### src/rtl/lfsr_sat_counter.sv
// Saturating up-counter with synchronous clear; clear wins over increment.
module lfsr_sat_counter #(
  parameter int W = 16
) (
  input  logic         clk,
  input  logic         rst,
  input  logic         i_clear,
  input  logic         i_inc,
  output logic [W-1:0] o_count
);

  localparam logic [W-1:0] ONE = W'(1);

  logic [W-1:0] r_count;

  // NOTE: sequential state is written with <= so every flop samples pre-edge values.
  always_ff @(posedge clk) begin
    if (rst) begin
      r_count <= '0;
    end else if (i_clear) begin
      r_count <= '0;
    end else if (i_inc && (r_count != '1)) begin
      r_count <= r_count + ONE;
    end
  end

  assign o_count = r_count;

endmodule

### config.mk
export PLATFORM = sky130hd
export DESIGN_NAME = lfsr_sat_counter
export DESIGN_NICKNAME = d
export VERILOG_FILES = /design/src/rtl/lfsr_sat_counter.sv
export SDC_FILE = /design/constraint.sdc
export NUM_CORES = 1
export LEC_CHECK = 0
export CORE_MARGIN = 3
export CORE_UTILIZATION = 51
export CTS_BUF_LIST = sky130_fd_sc_hd__clkbuf_4 sky130_fd_sc_hd__clkbuf_8
export DETAILED_ROUTE_END_ITERATION = 12
export GPL_TIMING_DRIVEN = 0
export PLACE_DENSITY = 0.8
export SYNTH_ARGS = -nofsm -noshare
export SYNTH_HDL_FRONTEND = slang
export SYNTH_SLANG_ARGS = --single-unit
### constraint.sdc
create_clock -name clk -period 1.75 [get_ports clk]
set_input_delay 0.175 -clock clk [delete_from_list [all_inputs] [get_ports clk]]
set_output_delay 0.175 -clock clk [all_outputs]
set_load 0.03 [all_outputs]
==> impl_metrics.tcl <==
set metrics [dict create \
    grt_usage_pct 17.3 \
    n_antenna_cell 0 \
    avgSynthCellArea_sq_um 8.99 \
    first_pass_iters 4 \
    crit_start "o_count[13]$_SDFFE_PP0P_" \
    worst-path-buf-inv 1 \
    crit_required_ps 1570 \
    cts_tree "done" \
    hold_buffers 0 \
    top_usage_layer "met2" \
    nets 131 \
    routed_wl_um 1950 \
    final_cells 148 \
    ff2ff_path_depth 6 \
    powerDensity_nw_per_um2 512 \
    dp_hpwl_um 1500 \
    core_sq_um 1590 \
    ff2ff_setup_slack_ps 180 \
    root_buffer "clkbuf_4" \
    num_vias 835 \
    path_clk_slew_ps 90 \
    ir_worst_vdd_uv 592 \
    grt_use_met1_pct 23.2 \
    ant_nets 0 \
    grt_pass1_wl_um 3250 \
    maxCapViolations 0 \
    hp-class "register to register" \
    hold_viol 0 \
    mostFrequentLayoutCells "clkdlybuf4s50_1, dfxtp_1, nand2_1" \
    slew_violations 0 \
    dp_cells 145 \
    critPathKind "register to primary output" \
    area_delta_synth_final_pct 26.5 \
    cp_max_fo 7 \
    startpoint_type "register" \
    fin_skew_ps 2.27 \
    critPathMaxStageDelay_ps 730 \
    grt_max_degree 11 \
    synth_fp_nets 107 \
    numCtsBuffers 3 \
    run_status "complete, no violations" \
    end_kind "primary output" \
    cts_resized 0 \
    place_congestion 0.748 \
    crit_path_end "o_count[13]" \
    cp_top_family "buffers and inverters" \
    die_h_um 48.4 \
    clock-sinks 16 \
    post-route-period-util_pct 94.9 \
    met2_usage_pct 27.5 \
    yosys.cell_types.count 36 \
    vias_per_cell 5.64 \
    ys_ff_latch 16 \
    grt_pass1_vias 739 \
    gr-total-overflow 0 \
    setup_viol 0 \
    maxSlewHeadroom_pct 72.4 \
    syn_area_sq_um 917 \
    rsz0062_at_grt "no" \
    portBuffers 19 \
    antenna_found_initial 0 \
    io_pins 20 \
    post_cts_buffers 0 \
    yosysWarnings 0 \
    crit_cells 1 \
    timing.rr.end "o_count[12]$_SDFFE_PP0P_" \
    p_leak_uw 0.000409 \
    pre_cts_ws_ps -9.65 \
    largest_register_ffs 16 \
    r2r-start "o_count[0]$_SDFFE_PP0P_" \
    use_met3_pct 3.99 \
    htree_levels 1 \
    crit_path_cell_trace "clkdlybuf4s50_1" \
    cp.arrival_ps 1490 \
    initial_core_util_pct 57.5 \
    post-route-min-period_ps 1660 \
    final_util_pct 72.8 \
    setup_ws_ps 89.4 \
    critical-path-slowest-cell "clkdlybuf4s50_1" \
    clkLatencyLatePin_ps 280 \
    placed_area_sq_um 1140 \
    die_w_um 48.4 \
    synth_seq_area_share_pct 34.9 \
    tightest_slew_ps 411 \
    first_iter_violations 15 \
    final_area_sq_um 1160 \
    avgRoutedWirePerCell_um 13.2 \
    timing.setup.tns_ps 0 \
    drive_gt1_share_pct 14.5 \
    num_rows 14 \
    drc_errors 0 \
    syn_inst 102 \
    fmax_mhz 602 \
    die-area_sq_um 2340 \
    clockBufferDepth 2 \
    final_common_cell "clkdlybuf4s50_1" \
]
## kinds of logic after synthesis
kind of cell               Yosys count  synth area share, %
and+or+nand+nor                     46                 31.5
AOI/OAI and AO/OA                   27                 20.6
DFF                                 16                 34.9
buffers and inverters                6                 5.05
muxes                                6                 6.55
adders and majority gates            1                 1.36
## worst min-delay path by stage
stage	from	end	slack, ps	depth (start not counted)
after floorplan	rst	o_count[0]$_SDFFE_PP0P_	350	2
after global placement	o_count[5]$_SDFFE_PP0P_	o_count[5]$_SDFFE_PP0P_	480	2
after detailed placement	o_count[1]$_SDFFE_PP0P_	o_count[1]$_SDFFE_PP0P_	500	2
after CTS	o_count[1]$_SDFFE_PP0P_	o_count[1]$_SDFFE_PP0P_	510	2
after global routing	o_count[5]$_SDFFE_PP0P_	o_count[5]$_SDFFE_PP0P_	530	2
final	o_count[3]$_SDFFE_PP0P_	o_count[3]$_SDFFE_PP0P_	510	2
## layout make-up
cell class                      instances  area [sq um]
Buffer                                  5          42.5
Fill cell                             139           434
Inverter                                1          3.75
Multi-Input combinational cell         80           551
Timing Repair Buffer                   19           190
Tap cell                               24          30.0
Sequential cell                        16           320
Clock buffer                            3          22.5
## cell usage after synthesis, drive strengths merged
cell	count	area, sq um
a2111o	2	22.5
a211oi	4	35.0
a21boi	1	7.51
a21oi	6	30.0
a311oi	1	8.76
a31oi	4	25.0
a41o	1	10.0
and2	4	27.5
and3	6	48.8
and4	1	11.3
buf	4	33.8
dfxtp	16	320
dlygate4sd1	1	8.76
ha	1	12.5
inv	1	3.75
mux2i	6	60.1
nand2	13	48.8
nand3	5	25.0
nand4	4	40.0
nor2	2	7.51
nor3	3	26.3
o2111a	1	11.3
o2111ai	1	8.76
o21ai	6	30.0
or2	1	6.26
or3	7	47.5
## stage by stage
step / hold slack [ps] / total power [uW]
2_1_floorplan: 354 / 395
3_3_place_gp: 484 / 412
3_5_place_dp: 498 / 412
4_1_cts: 514 / 601
5_1_grt: 530 / 623
6_report: 509 / 594
## where the power goes
| part | internal (uW) | switching [uW] | total (uW) |
|---|---|---|---|
| Clock | 79.9 | 110 | 190 |
| Combinational | 17.0 | 19.1 | 36.1 |
| Sequential | 365 | 2.17 | 367 |
| Total | 462 | 132 | 594 |
## metal layers
layer | vias to the layer above | share of wire (%)
li1 | 437 | -
met1 | 377 | 51
met2 | 19 | 43
met3 | 2 | 5.4
met4 | 0 | 0.67
met5 | - | 0
Note: power is estimated with default switching activity, not from simulation.
